$ cat src/rtl/mem_loader.sv
`default_nettype none
// ============================================================================
// mem_loader : framed, checksummed word-stream loader for instr/data BRAMs
// Rev 1.0
// ============================================================================
module mem_loader #(
  parameter int DATA_WIDTH   = 32,
  parameter int I_ADDR_WIDTH = 10,
  parameter int D_ADDR_WIDTH = 10
) (
  input  logic                    clk,
  input  logic                    rst,
  input  logic                    s_valid,
  input  logic [DATA_WIDTH-1:0]   s_data,
  output logic                    s_ready,
  output logic [I_ADDR_WIDTH-1:0] i_w_addr,
  output logic [DATA_WIDTH-1:0]   i_w_dat,
  output logic                    i_w_enb,
  output logic [D_ADDR_WIDTH-1:0] d_w_addr,
  output logic [DATA_WIDTH-1:0]   d_w_dat,
  output logic                    d_w_enb,
  output logic                    cpu_stall,
  output logic                    load_done,
  output logic                    load_err,
  output logic [1:0]              err_code
);

  // Two guard bits keep base + 4*N from wrapping for any base the stream can carry.
  localparam int c_EW = DATA_WIDTH + 2;
  localparam int c_AW = (I_ADDR_WIDTH > D_ADDR_WIDTH) ? I_ADDR_WIDTH : D_ADDR_WIDTH;

  localparam logic [c_EW-1:0] c_ONE   = {{(c_EW-1){1'b0}}, 1'b1};
  localparam logic [c_EW-1:0] c_I_LIM = c_ONE << I_ADDR_WIDTH;
  localparam logic [c_EW-1:0] c_D_LIM = c_ONE << D_ADDR_WIDTH;
  localparam logic [c_AW-1:0] c_WORD  = {{(c_AW-3){1'b0}}, 3'b100};

  localparam logic [2:0] c_ST_HDR  = 3'd0;
  localparam logic [2:0] c_ST_ADDR = 3'd1;
  localparam logic [2:0] c_ST_DATA = 3'd2;
  localparam logic [2:0] c_ST_CSUM = 3'd3;
  localparam logic [2:0] c_ST_DONE = 3'd4;
  localparam logic [2:0] c_ST_ERR  = 3'd5;

  logic [2:0]              r_state;
  logic                    r_last;
  logic                    r_tgt;
  logic [15:0]             r_cnt;
  logic [c_AW-1:0]         r_addr;
  logic [DATA_WIDTH-1:0]   r_sum;
  logic [1:0]              r_err_code;
  logic                    r_i_enb;
  logic [I_ADDR_WIDTH-1:0] r_i_addr;
  logic [DATA_WIDTH-1:0]   r_i_dat;
  logic                    r_d_enb;
  logic [D_ADDR_WIDTH-1:0] r_d_addr;
  logic [DATA_WIDTH-1:0]   r_d_dat;

  logic            w_ready;
  logic            w_acc;
  logic [c_EW-1:0] w_end;
  logic [c_EW-1:0] w_lim;
  logic [2:0]      w_seg_next;

  assign w_ready    = (r_state == c_ST_HDR) || (r_state == c_ST_ADDR) ||
                      (r_state == c_ST_DATA) || (r_state == c_ST_CSUM);
  assign w_acc      = s_valid && w_ready;
  assign w_end      = {2'b00, s_data} + {{(c_EW-18){1'b0}}, r_cnt, 2'b00};
  assign w_lim      = r_tgt ? c_D_LIM : c_I_LIM;
  assign w_seg_next = r_last ? c_ST_CSUM : c_ST_HDR;

  always_ff @(posedge clk or negedge rst) begin
    if (!rst) begin
      r_state    <= c_ST_HDR;
      r_last     <= 1'b0;
      r_tgt      <= 1'b0;
      r_cnt      <= '0;
      r_addr     <= '0;
      r_sum      <= '0;
      r_err_code <= 2'b00;
      r_i_enb    <= 1'b0;
      r_i_addr   <= '0;
      r_i_dat    <= '0;
      r_d_enb    <= 1'b0;
      r_d_addr   <= '0;
      r_d_dat    <= '0;
    end else begin
      r_i_enb <= 1'b0;
      r_d_enb <= 1'b0;
      if (w_acc) begin
        case (r_state)
          c_ST_HDR: begin
            r_last  <= s_data[31];
            r_tgt   <= s_data[30];
            r_cnt   <= s_data[15:0];
            r_state <= c_ST_ADDR;
          end
          c_ST_ADDR: begin
            r_addr <= s_data[c_AW-1:0];
            if (s_data[1:0] != 2'b00) begin
              r_err_code <= 2'b01;
              r_state    <= c_ST_ERR;
            end else if (w_end > w_lim) begin
              r_err_code <= 2'b10;
              r_state    <= c_ST_ERR;
            end else if (r_cnt == 16'd0) begin
              r_state <= w_seg_next;
            end else begin
              r_state <= c_ST_DATA;
            end
          end
          c_ST_DATA: begin
            r_sum  <= r_sum + s_data;
            r_addr <= r_addr + c_WORD;
            r_cnt  <= r_cnt - 16'd1;
            if (!r_tgt) begin
              r_i_enb  <= 1'b1;
              r_i_addr <= r_addr[I_ADDR_WIDTH-1:0];
              r_i_dat  <= s_data;
            end else begin
              r_d_enb  <= 1'b1;
              r_d_addr <= r_addr[D_ADDR_WIDTH-1:0];
              r_d_dat  <= s_data;
            end
            if (r_cnt == 16'd1) begin
              r_state <= w_seg_next;
            end
          end
          c_ST_CSUM: begin
            if (s_data == r_sum) begin
              r_state <= c_ST_DONE;
            end else begin
              r_err_code <= 2'b11;
              r_state    <= c_ST_ERR;
            end
          end
          default: ;
        endcase
      end
    end
  end

  assign s_ready   = w_ready;
  assign i_w_addr  = r_i_addr;
  assign i_w_dat   = r_i_dat;
  assign i_w_enb   = r_i_enb;
  assign d_w_addr  = r_d_addr;
  assign d_w_dat   = r_d_dat;
  assign d_w_enb   = r_d_enb;
  assign cpu_stall = (r_state != c_ST_DONE);
  assign load_done = (r_state == c_ST_DONE);
  assign load_err  = (r_state == c_ST_ERR);
  assign err_code  = r_err_code;

endmodule
`default_nettype wire

$ cat config.mk
export PLATFORM = sky130hd
export DESIGN_NAME = mem_loader
export DESIGN_NICKNAME = d
export VERILOG_FILES = /design/src/rtl/mem_loader.sv
export SDC_FILE = /design/constraint.sdc
export NUM_CORES = 1
export LEC_CHECK = 0
export CELL_PAD_IN_SITES_DETAIL_PLACEMENT = 0
export CELL_PAD_IN_SITES_GLOBAL_PLACEMENT = 1
export CORE_MARGIN = 2
export CORE_UTILIZATION = 43
export DETAILED_ROUTE_END_ITERATION = 12
export PLACE_DENSITY_LB_ADDON = 0.1
export SLEW_MARGIN = 20
export SYNTH_ARGS = -nofsm -noshare
export SYNTH_HDL_FRONTEND = slang
export SYNTH_SLANG_ARGS = --single-unit
$ cat constraint.sdc
create_clock -name clk -period 3.7 [get_ports clk]
set_input_delay 0.555 -clock clk [delete_from_list [all_inputs] [get_ports clk]]
set_output_delay 0.555 -clock clk [all_outputs]
set_load 0.005 [all_outputs]
Word level (Yosys, flattened, before mapping)
Cells that the tools add are included.

operators by class
  reduce and logical (&&, ||, !) cells = 19
  muxes and demuxes = 19
  magnitude comparators = 1
  $add $sub $neg = 4
  equal/unequal tests = 11
  bitwise gates (word level) = 1

operators by type and width
  cell                     number
  $add A32 B18 Y33         1
  $gt A33 B11 Y1 const B   1
  $add A32 B32 Y32         1
  $eq A32 B32 Y1           1
  $pmux W16 S2             1
  $pmux W10 S2             1
  $eq A16 B1 Y1 const B    1
  $logic_not A16 Y1        1
  $sub A16 B1 Y16 const B  1
  $pmux W3 S4              1
  $add A10 B3 Y10 const B  1
  $mux W2                  5
  $mux W3                  3
  $reduce_and A3 Y1        3
  $reduce_and A2 Y1        4
  $reduce_bool A2 Y1       4
  $mux W1                  7
  $eq A3 B2 Y1 const B     2
  $eq A3 B3 Y1 const B     2
  $pmux W2 S2              1
  $reduce_and A4 Y1        1
  $reduce_bool A4 Y1       1
  $eq A3 B1 Y1 const B     1
  $logic_not A3 Y1         1
  7 further kinds          9

storage, ports and cells
  bits in registers = 151
  word-level logic and storage cells = 68
  output and inout bits = 92

Depth between registers and ports, before layout
Gate-level depths: netlist of run 1.

  depth after elaboration = 6
  depth in mapped cells = 12
  mapped depth without buffers = 12

Worst setup path after synthesis of run 1
No wires, ideal clock.

  path kind = input to register
  from = input s_data[2]
  to = register r_err_code[0], in the netlist err_code[0]
  arrival time = 3.277 ns
  data required time = 3.575 ns
  path slack = 0.298 ns
  cell stages on the path = 11
  cell sequence = ha_1 fa_1 a211oi_2 o211ai_2 and4_4 o31a_1 or3_1 a2111oi_2 and4_4 a31oi_1 a2bb2oi_1

between the ends
  cells in the longest elaborated chain, start to end = 4
  elaborated cells on any way between the ends = 6

ends and longest elaborated chain
  element                               RTL line  text
  start: declaration                    14        input logic [DATA_WIDTH-1:0] s_data,
  $add A32 B18 Y33                      67        assign w_end = {2'b00, s_data} + {{(c_EW-18){1'b0}}, r_cnt, 2'b00};
  $gt A33 B11 Y1                        102       end else if (w_end > w_lim) begin
  $ne A3 B1 Y1 (no source line)         --
  $reduce_and A4 Y1 (no source line) *  --
  end signal: assignment                79        r_err_code <= 2'b00;
  end signal: assignment                100       r_err_code <= 2'b01;
  end signal: assignment                103       r_err_code <= 2'b10;
  end: declaration                      50        logic [1:0] r_err_code;

Mark *: on every way between the ends. The rest lies on a longest branch, timed or not.
A chain may end at the register's enable or synchronous reset.

Worst setup path after layout of run 1
Same ends and word-level chain as after synthesis.

==> flow_metrics.tcl, run 1 <==
set metrics [dict create \
    status "finished, final reports clean" \
    end_kind "register" \
    arrival_ns 3.86 \
    grt_first_pass_wirelength_um 49500 \
    final_cell_mix "dfrtp_1, buf_4, clkdlybuf4s50_1, nand2_1, o21ai_0" \
    clockBufferDepth 2 \
    drtIter0Drc 487 \
    relSlewSlack 0.277 \
    startpoint "s_data[2]" \
    maxCapViolations 0 \
    wl_um 30700 \
    cts_hold_buf 0 \
    final_common_cell "dfrtp_1" \
    min_period_over_period 0.960 \
    cp_slowest_cell "clkdlybuf4s50_1" \
    synth_compound_area_frac 0.197 \
    antenna_found_initial 0 \
    fin_crit_ns 3.55 \
    fin_hold_ws_ns 0.0918 \
    diodes 0 \
    maxSlewViolCount 0 \
    synth_top_family_by_area "compound AO/OA/AOI/OAI gates" \
    max_stage_delay_ns 0.49 \
    start_util 0.437 \
    multi_input_area_um2 5470 \
    ctsRootBufferMaster "clkbuf_16" \
    syn-cell-area_um2 9540 \
    die_height_um 153 \
    io_pins 127 \
    worst-setup-path-type "input port to register" \
    postRouteAntennaNets 0 \
    cts.clk_slew.worst_paths_ns 0.08 \
    crit_chain "clkdlybuf4s50_1, ha_1, fa_1, a211oi_2, o211ai_2, and4_4, o31a_1, or3_1, a2111oi_2, and4_4, a31oi_1, a2bb2oi_1" \
    drc_errors 0 \
    avgSynthCellArea_um2 9.27 \
    synthAdderAreaFrac 0.0698 \
    synthArstFlopShare 1.00 \
    final_core_util 0.579 \
    cts_buffers 17 \
    fin_nets 1348 \
    htreeDepth 4 \
    rsz0062_at_grt "yes" \
    yosys-mux-area-fraction 0.103 \
    synth-seq-cells 151 \
    reg2reg_from "r_cnt[0]" \
    grt_max_degree 69 \
    ys.warnings.count 0 \
    cts_tree "yes" \
    max_slew.worst_pin.slew_ns 1.08 \
    post_route_cells_drive_above_1_share 0.217 \
    insertion_delay_ns 0.44 \
    yosysTopAreaCellShare 0.396 \
    ys.flop_type "dfrtp_1" \
    synth_cell_type_count 75 \
    wl_per_cell_um 19.8 \
    ir_worst_vdd_uv 316 \
    port_buffers 126 \
    rrSetupSlack_ns 0.34 \
    reg2regPathDepth 11 \
    start_kind "input port" \
    core.rowCount 54 \
    synth_cells 1029 \
    critical_path_required_ns 4.01 \
    p_leak_nw 5.86 \
    seq_area_um2 3780 \
    vias_per_cell 5.71 \
    grt_pass1_vias 8836 \
    hold_class "input port to async pin" \
    synthSimpleGateAreaFrac 0.177 \
    fmax_mhz 282 \
    place.gp.congestion 0.929 \
    syn_nets 1116 \
    yosysSeqAreaShare 0.396 \
    dr.pass1.iters 7 \
    ys_top_cells_by_area "dfrtp_1, mux2_2, ha_1" \
    coreArea_um2 21800 \
    fp.dieW_um 153 \
    dp_hpwl_um 23400 \
    setup_viol_count_final 0 \
    areaGrowthSynthToFinish_pct 32.5 \
    die_area_um2 23400 \
    synth_xor_xnor_area_share 0.0239 \
    grt_usage 0.268 \
    critPathMaxFanout 5 \
    grt_overflow 0 \
    total_power_mw 3.98 \
    rr_endpoint "err_code[0]" \
    cts_sinks 151 \
    yosys.area.top_type "dfrtp_1" \
    n_fill_cell 2043 \
    synth_edf_count 0 \
    fin_skew_ns 0.0111 \
    timing.critical_path.mode_cell "and4_4" \
    power.density_nw_per_um2 315 \
    num_vias 8869 \
    hold_violations 0 \
]
[synth_stat cells, types with 14 or more instances]
library cell  number
a21o_1            23
a21oi_1           70
a31oi_1           14
clkbuf_1          50
dfrtp_1          151
ha_1              50
inv_1             31
mux2_2            84
nand2_1           94
nand3_1           39
nand4_1           17
nor2_1            62
nor3_1            24
nor4_1            18
o21ai_0           89
xor2_1            14
[sequential cells by signal, summed over array words and instances, names as in the netlist]
register  cells
r_tgt         1
i_w_enb       1
err_code      2
r_last        1
d_w_dat      32
r_cnt        16
r_addr       10
d_w_addr     10
d_w_enb       1
i_w_dat      32
i_w_addr     10
r_sum        32
r_state       3
[report_power, final]
| group | switching, mW | internal [mW] | leakage [nW] |
|---|---|---|---|
| clock | 0.860 | 0.973 | 0.296 |
| sequential | 0.00661 | 1.65 | 2.07 |
| combinational | 0.277 | 0.211 | 3.50 |
| total | 1.14 | 2.84 | 5.86 |
[how the worst max path moves through the flow]
stage / end / slack (ns) / cells past startpoint
floorplan: err_code[0] / 0.30 / 11
global placement: err_code[0] / -0.29 / 12
detailed placement: err_code[0] / -0.36 / 12
CTS: err_code[0] / 0.10 / 12
global route: err_code[0] / 0.001 / 12
finish: err_code[0] / 0.15 / 12
[area by class of cell]
| class | count | area share |
|---|---|---|
| Multi-Input combinational cell | 795 | 0.433 |
| Clock buffer | 17 | 0.0337 |
| Inverter | 32 | 0.00951 |
| Clock inverter | 15 | 0.0145 |
| Tap cell | 280 | 0.0277 |
| Sequential cell | 151 | 0.299 |
| Timing Repair Buffer | 264 | 0.183 |
[layer usage]
layer | up-vias | GRT usage | wire length, µm
met1 | 4251 | 0.368 | 14100
li1 | 4303 | - | -
met4 | 0 | 0.0992 | 909
met3 | 47 | 0.0420 | 1460
met5 | - | 0 | 0
met2 | 268 | 0.430 | 14200
[repair_timing]
action,in CTS,in global routing
resized for setup,0,2
buffers inserted,0,0
endpoints found under the hold margin,0,0
endpoints found under the setup margin,0,5
[worst max-delay path: cells and delay by family]
kind            cells  cell delay [ns]
simple gates        3             0.84
buf+inv             1             0.49
compound gates      6             1.27
fa+ha+maj           2             0.69
[kinds of logic after synthesis]
logic type / count (synthesis)
AO/OA/AOI/OAI: 295
XOR/XNOR: 26
adder cells (fa/ha/maj): 52
buffers and inverters: 83
flip-flops: 151
multiplexers: 88
AND/OR/NAND/NOR: 334
[through the flow]
step / TNS [ns] / instances / instance area [µm²] / setup WS, ns
after floorplan: 0 / 1029 / 9540 / 0.298
after global placement: -1.42 / 1522 / 12000 / -0.291
after detailed placement: -1.88 / 1522 / 12000 / -0.358
after CTS: 0 / 1554 / 12600 / 0.100
after global routing: 0 / 1554 / 12600 / 0.00107
final: 0 / 1554 / 12600 / 0.149
(Power assumes the default switching activity.)
==> run 2, diff against run 1 <==
ABC_AREA = 1   (was not set)
CORE_UTILIZATION = 41   (was 43)
PLACE_DENSITY = 0.84   (was not set)
PLACE_DENSITY_LB_ADDON = not set   (was 0.1)
==> run 2 against run 1 <==
Against the previous run: clock-buffer cell count unchanged; worst setup slack better by 0.60 ns; wire length down 1.9%; critical endpoint unchanged; worst hold slack better by 0.028 ns; largest cell class unchanged; critical path depth rose by 6; cell area down 4.6%; clock skew rose by 0.0036 ns; via count is 5.4% higher; non-clock buffer count is 113 lower.
==> flow_metrics.tcl, run 2 <==
set metrics [dict create \
    syn-cell-area_um2 9730 \
    synthArstFlopShare 1.00 \
    post-cts-setup-buffers 0 \
    fp.dieW_um 158 \
    fin_ws_ns 0.754 \
    areaGrowthSynthToFinish_pct 23.9 \
    final_cell_mix "nand2_1, dfrtp_1, nor2_1, inv_1, clkdlybuf4s50_1" \
    final_core_util 0.515 \
    design_area_um2 12100 \
    grt_first_pass_wirelength_um 47900 \
    cts.clk_slew.worst_paths_ns 0.07 \
    place.gp.congestion 0.945 \
    status "finished, final reports clean" \
    critPathMaxFanout 6 \
    grt_pass1_vias 9044 \
    diodes 0 \
    start_kind "input port" \
    cts_hold_buf 0 \
    dp_hpwl_um 23900 \
    m1WireLength_um 13500 \
    power.density_nw_per_um2 363 \
    cts_sinks 151 \
    arrival_ns 3.27 \
    top_layer "met4" \
    final_common_cell "nand2_1" \
    max_slew.worst_pin.slew_ns 1.05 \
    grt_usage 0.249 \
    wl_um 30100 \
    ctsRootBufferMaster "clkbuf_16" \
    rsz0062_at_grt "no" \
    cts_buffers 17 \
    insertion_delay_ns 0.43 \
    start_util 0.416 \
    relSlewSlack 0.300 \
    synth_edf_count 0 \
    io_pins 127 \
    synth_cell_type_count 54 \
    synth_cells 1327 \
    place_ws_ns 0.304 \
    yosysSeqAreaShare 0.388 \
    die_height_um 158 \
    ys.warnings.count 0 \
    end_kind "register" \
    place_area_um2 11500 \
    synth_common_cells "nand2_1, dfrtp_1, nor2_1" \
    synth.most_common_cell "nand2_1" \
    ys.flop_type "dfrtp_1" \
    core.rowCount 56 \
    setup_tns_ns 0 \
    multi_input_area_um2 5290 \
    fmax_mhz 339 \
    setup_viol_count_final 0 \
    yosys.area.top_type "dfrtp_1" \
    cts_tree "yes" \
    p_leak_nw 5.82 \
    fin_crit_ns 2.95 \
    postRouteAntennaNets 0 \
    dr.pass1.iters 5 \
    fin_skew_ns 0.0147 \
    port_buffers 126 \
    grt_max_degree 71 \
    n_fill_cell 2366 \
    coreArea_um2 23400 \
    post_route_cells_drive_above_1_share 0.0804 \
    grt_overflow 0 \
    num_vias 9348 \
    worst-setup-path-type "input port to register" \
    htreeDepth 4 \
    die_area_um2 25000 \
    maxCapViolations 0 \
    yosysTopAreaCellShare 0.388 \
    hold_violations 0 \
    ir_worst_vdd_uv 256 \
    ys_top_cells_by_area "dfrtp_1, nand2_1, ha_1" \
    maxSlewViolCount 0 \
    seq_area_um2 3780 \
    critical_path_required_ns 4.02 \
    clockBufferDepth 2 \
    synth-seq-cells 151 \
    vias_per_cell 5.20 \
    antenna_found_initial 0 \
    hold_class "input port to async pin" \
    wl_per_cell_um 16.7 \
    avgSynthCellArea_um2 7.33 \
    fin_hold_ws_ns 0.119 \
    wl_met2_um 13900 \
    cts_resized 0 \
    min_period_over_period 0.796 \
    drtIter0Drc 536 \
    syn_nets 1414 \
    fin_nets 1554 \
    drc_errors 0 \
    wl_met3_um 1710 \
]
==> run 2: worst max-delay path, cell delays in order <==
cell	delay (ns)
clkdlybuf4s50_1	0.58
ha_1	0.45
nand2_1	0.10
nand2_1	0.09
nand2_1	0.11
nand3_2	0.15
nand2_1	0.12
nand2_1	0.12
nand2_1	0.10
nand2_1	0.07
nand3_1	0.10
nand2_1	0.06
inv_1	0.05
nand3_1	0.06
nor2_1	0.24
nand4_4	0.15
nand3_1	0.10
nand2_1	0.05
==> run 2: where the power goes <==
part           internal (mW)  switching, mW
sequential              1.72         0.0494
clock                  0.913          0.853
combinational          0.344          0.489
==> run 2: area by class of cell <==
type                       instances  area share
clock buffer                      17      0.0353
sequential                       151       0.313
timing repair buffer             151       0.121
clock inverter                    15      0.0144
tap                              319      0.0331
multi-input combinational       1007       0.439
inverter                         139      0.0433
==> run 2: worst paths after layout <==
path                               end  slack, ns        from  depth (start not counted)
min in group clk            i_w_dat[0]       0.47  i_w_dat[0]                          2
max reg2reg                i_w_dat[22]       0.83  r_state[1]                          9
max                        err_code[0]       0.75   s_data[5]                         18
min reg2reg                 i_w_dat[0]       0.47  i_w_dat[0]                          2
min                         d_w_dat[5]       0.12         rst                          1
max in group asynchronous  i_w_addr[1]       2.77         rst                          2
==> run 2: logic make-up (layout without fill, tap and decap cells) <==
family                     after synthesis  in the layout  synth area share
buffers and inverters                  169            322            0.0676
AOI/OAI and AO/OA                      251            251             0.142
xor gates and xnor gates                27             27            0.0243
DFF                                    151            151             0.388
adders and majority gates               52             52            0.0684
and+or+nand+nor                        663            663             0.293
muxes                                   14             14            0.0162
==> run 2: metrics by stage <==
step | std cells | power (mW)
6_report | 1799 | 4.37
5_1_grt | 1799 | 4.60
3_3_place_gp | 1767 | 2.63
2_1_floorplan | 1327 | 2.26
3_5_place_dp | 1767 | 2.63
4_1_cts | 1799 | 4.40
==> run 2: per-layer routing <==
metal | track usage | up-vias
li1 | - | 4660
met1 | 0.331 | 4379
met2 | 0.411 | 266
met3 | 0.0389 | 43
met4 | 0.0918 | 0
met5 | 0 | -
==> run 3, diff against run 2 <==
CORE_UTILIZATION = 37   (was 41)
PLACE_DENSITY = 0.8   (was 0.84)
clock period = 2.36 ns   (was 3.7 ns; I/O delays follow)
==> run 3 against run 2 <==
Against the previous run: critical endpoint is now err_code[1]; worst hold slack improved by 0.25 ns; largest power group is now clock; worst setup slack got worse by 1.0 ns; clock-buffer cell count increased by 1; via count increased by 7.3%; total power increased by 67%; the run now ends with negative setup slack left; non-clock buffer count increased by 191.
==> flow_metrics.tcl, run 3 (synthesized netlist as in run 2, its figures left out) <==
set metrics [dict create \
    grt_overflow 0 \
    wl_um 32600 \
    fin_crit_ns 2.62 \
    start_util 0.376 \
    ctsRootBufferMaster "clkbuf_16" \
    violations "negative setup slack" \
    cp_slowest_cell "dfrtp_2" \
    setup_tns_ns -1.12 \
    die_height_um 166 \
    p_leak_nw 6.93 \
    maxCapViolations 0 \
    relSlewSlack 0.670 \
    dp_hpwl_um 26000 \
    place.gp.congestion 0.914 \
    fin_skew_ns 0.0174 \
    grt_max_degree 71 \
    cts.clk_slew.worst_paths_ns 0.07 \
    critical_path_required_ns 2.72 \
    fin_hold_ws_ns 0.370 \
    crit_chain "ha_4, fa_2, buf_6, xor2_1, nor2_1, nand3_1, nor2_1, nand3_1, nor2_1, nand3_2, a21oi_4, nand4_4, nand2_2, nand2_1, nand2_1" \
    vias_per_cell 5.00 \
    insertion_delay_ns 0.44 \
    grt_first_pass_wirelength_um 51900 \
    postRouteAntennaNets 0 \
    htreeDepth 4 \
    cts_buffers 17 \
    arrival_ns 2.98 \
    fin_ws_ns -0.256 \
    end_kind "register" \
    grt_pass1_vias 9783 \
    drtIter0Drc 586 \
    port_buffers 126 \
    status "finished, violations left" \
    areaGrowthSynthToFinish_pct 44.2 \
    hold_class "input port to register" \
    setup_viol_count_final 5 \
    post_route_cells_drive_above_1_share 0.230 \
    cts_tree "yes" \
    maxSlewViolCount 0 \
    total_power_mw 7.31 \
    power.density_nw_per_um2 521 \
    io_pins 127 \
    min_period_over_period 1.11 \
    critPathMaxFanout 4 \
    clockBufferDepth 2 \
    core.rowCount 59 \
    coreArea_um2 25900 \
    timing.critical_path.mode_cell "nor2_1" \
    grt_usage 0.238 \
    start_kind "register" \
    antenna_found_initial 0 \
    wl_per_cell_um 16.2 \
    die_area_um2 27600 \
    rsz0062_at_grt "yes" \
    final_cell_mix "nand2_1, buf_4, dfrtp_1, inv_1, nor2_1" \
    max_stage_delay_ns 0.44 \
    fin_nets 1745 \
    ir_worst_vdd_uv 398 \
    fp.dieW_um 166 \
    hold_violations 0 \
    drc_errors 0 \
    worst-setup-path-type "register to register" \
    max_slew.worst_pin.slew_ns 0.496 \
    fmax_mhz 382 \
    cts_sinks 151 \
    diodes 0 \
    final_common_cell "nand2_1" \
    num_vias 10035 \
    dr.pass1.iters 5 \
]
run 3: cell count changes in the layout (fill, tap and decap cells not counted), sizes merged, moves of 2 or more:
cell           previous run  this run
buf                      26       216
clkbuf                   17        19
clkdlybuf4s50           125       106
dlygate4sd2               0         3
dlymetal6s2s              0        14
run 3: final cells by class:
cell class | instances | area (µm²)
Multi-Input combinational cell | 1007 | 5720
Timing Repair Buffer | 342 | 3000
Inverter | 139 | 522
Tap cell | 335 | 419
Clock buffer | 18 | 439
Clock inverter | 14 | 156
Fill cell | 2448 | 11900
Sequential cell | 151 | 3780
run 3: per-layer routing:
layer / track usage / vias to the layer above / wire (µm)
met5: 0 / - / 0
met4: 0.0960 / 0 / 1030
met3: 0.0341 / 50 / 1380
met2: 0.399 / 252 / 15400
met1: 0.311 / 4700 / 14700
li1: - / 5033 / -
run 3: final timing paths:
check | start | end | slack, ns | cells past startpoint
max | r_cnt[0] | err_code[1] | -0.26 | 15
min | s_data[7] | i_w_dat[7] | 0.37 | 4
max reg2reg | r_cnt[0] | err_code[1] | -0.26 | 15
min reg2reg | i_w_dat[5] | i_w_dat[5] | 0.47 | 2
max in group asynchronous | rst | d_w_dat[28] | 1.20 | 3
min in group asynchronous | rst | d_w_dat[6] | 0.44 | 2
run 3: power breakdown:
part,leakage [nW],internal [mW],switching [mW]
combinational,4.76,0.842,0.884
sequential,1.88,2.70,0.0751
clock,0.287,1.53,1.28
run 3: worst max-delay path, delay by kind of cell (launching register included):
kind / cells / cell delay, ns
and+or+nand+nor: 10 / 1.06
adders and majority gates: 2 / 0.57
DFF: 1 / 0.44
AOI/OAI and AO/OA: 1 / 0.22
buffers and inverters: 1 / 0.13
xor gates and xnor gates: 1 / 0.13
run 3: metrics by stage:
stage | std cells | worst slack, ns | area, µm² | utilization
after floorplan | 1327 | 0.0250 | 9730 | -
final | 2006 | -0.256 | 14000 | 0.542
after CTS | 2005 | -0.214 | 13700 | 0.527
after global placement | 1972 | -0.645 | 13000 | 0.500
after detailed placement | 1972 | -0.676 | 13000 | 0.500
after global routing | 2006 | -0.364 | 14000 | 0.542
run 3: what timing repair did:
| action | 4_1_cts | 5_1_grt |
|---|---|---|
| hold endpoints to repair | 47 | 0 |
| pin swaps | 5 | 25 |
| setup endpoints to repair | 26 | 27 |
| setup buffers | 0 | 1 |
| hold buffers | 1 | 0 |
| resized for setup | 28 | 84 |
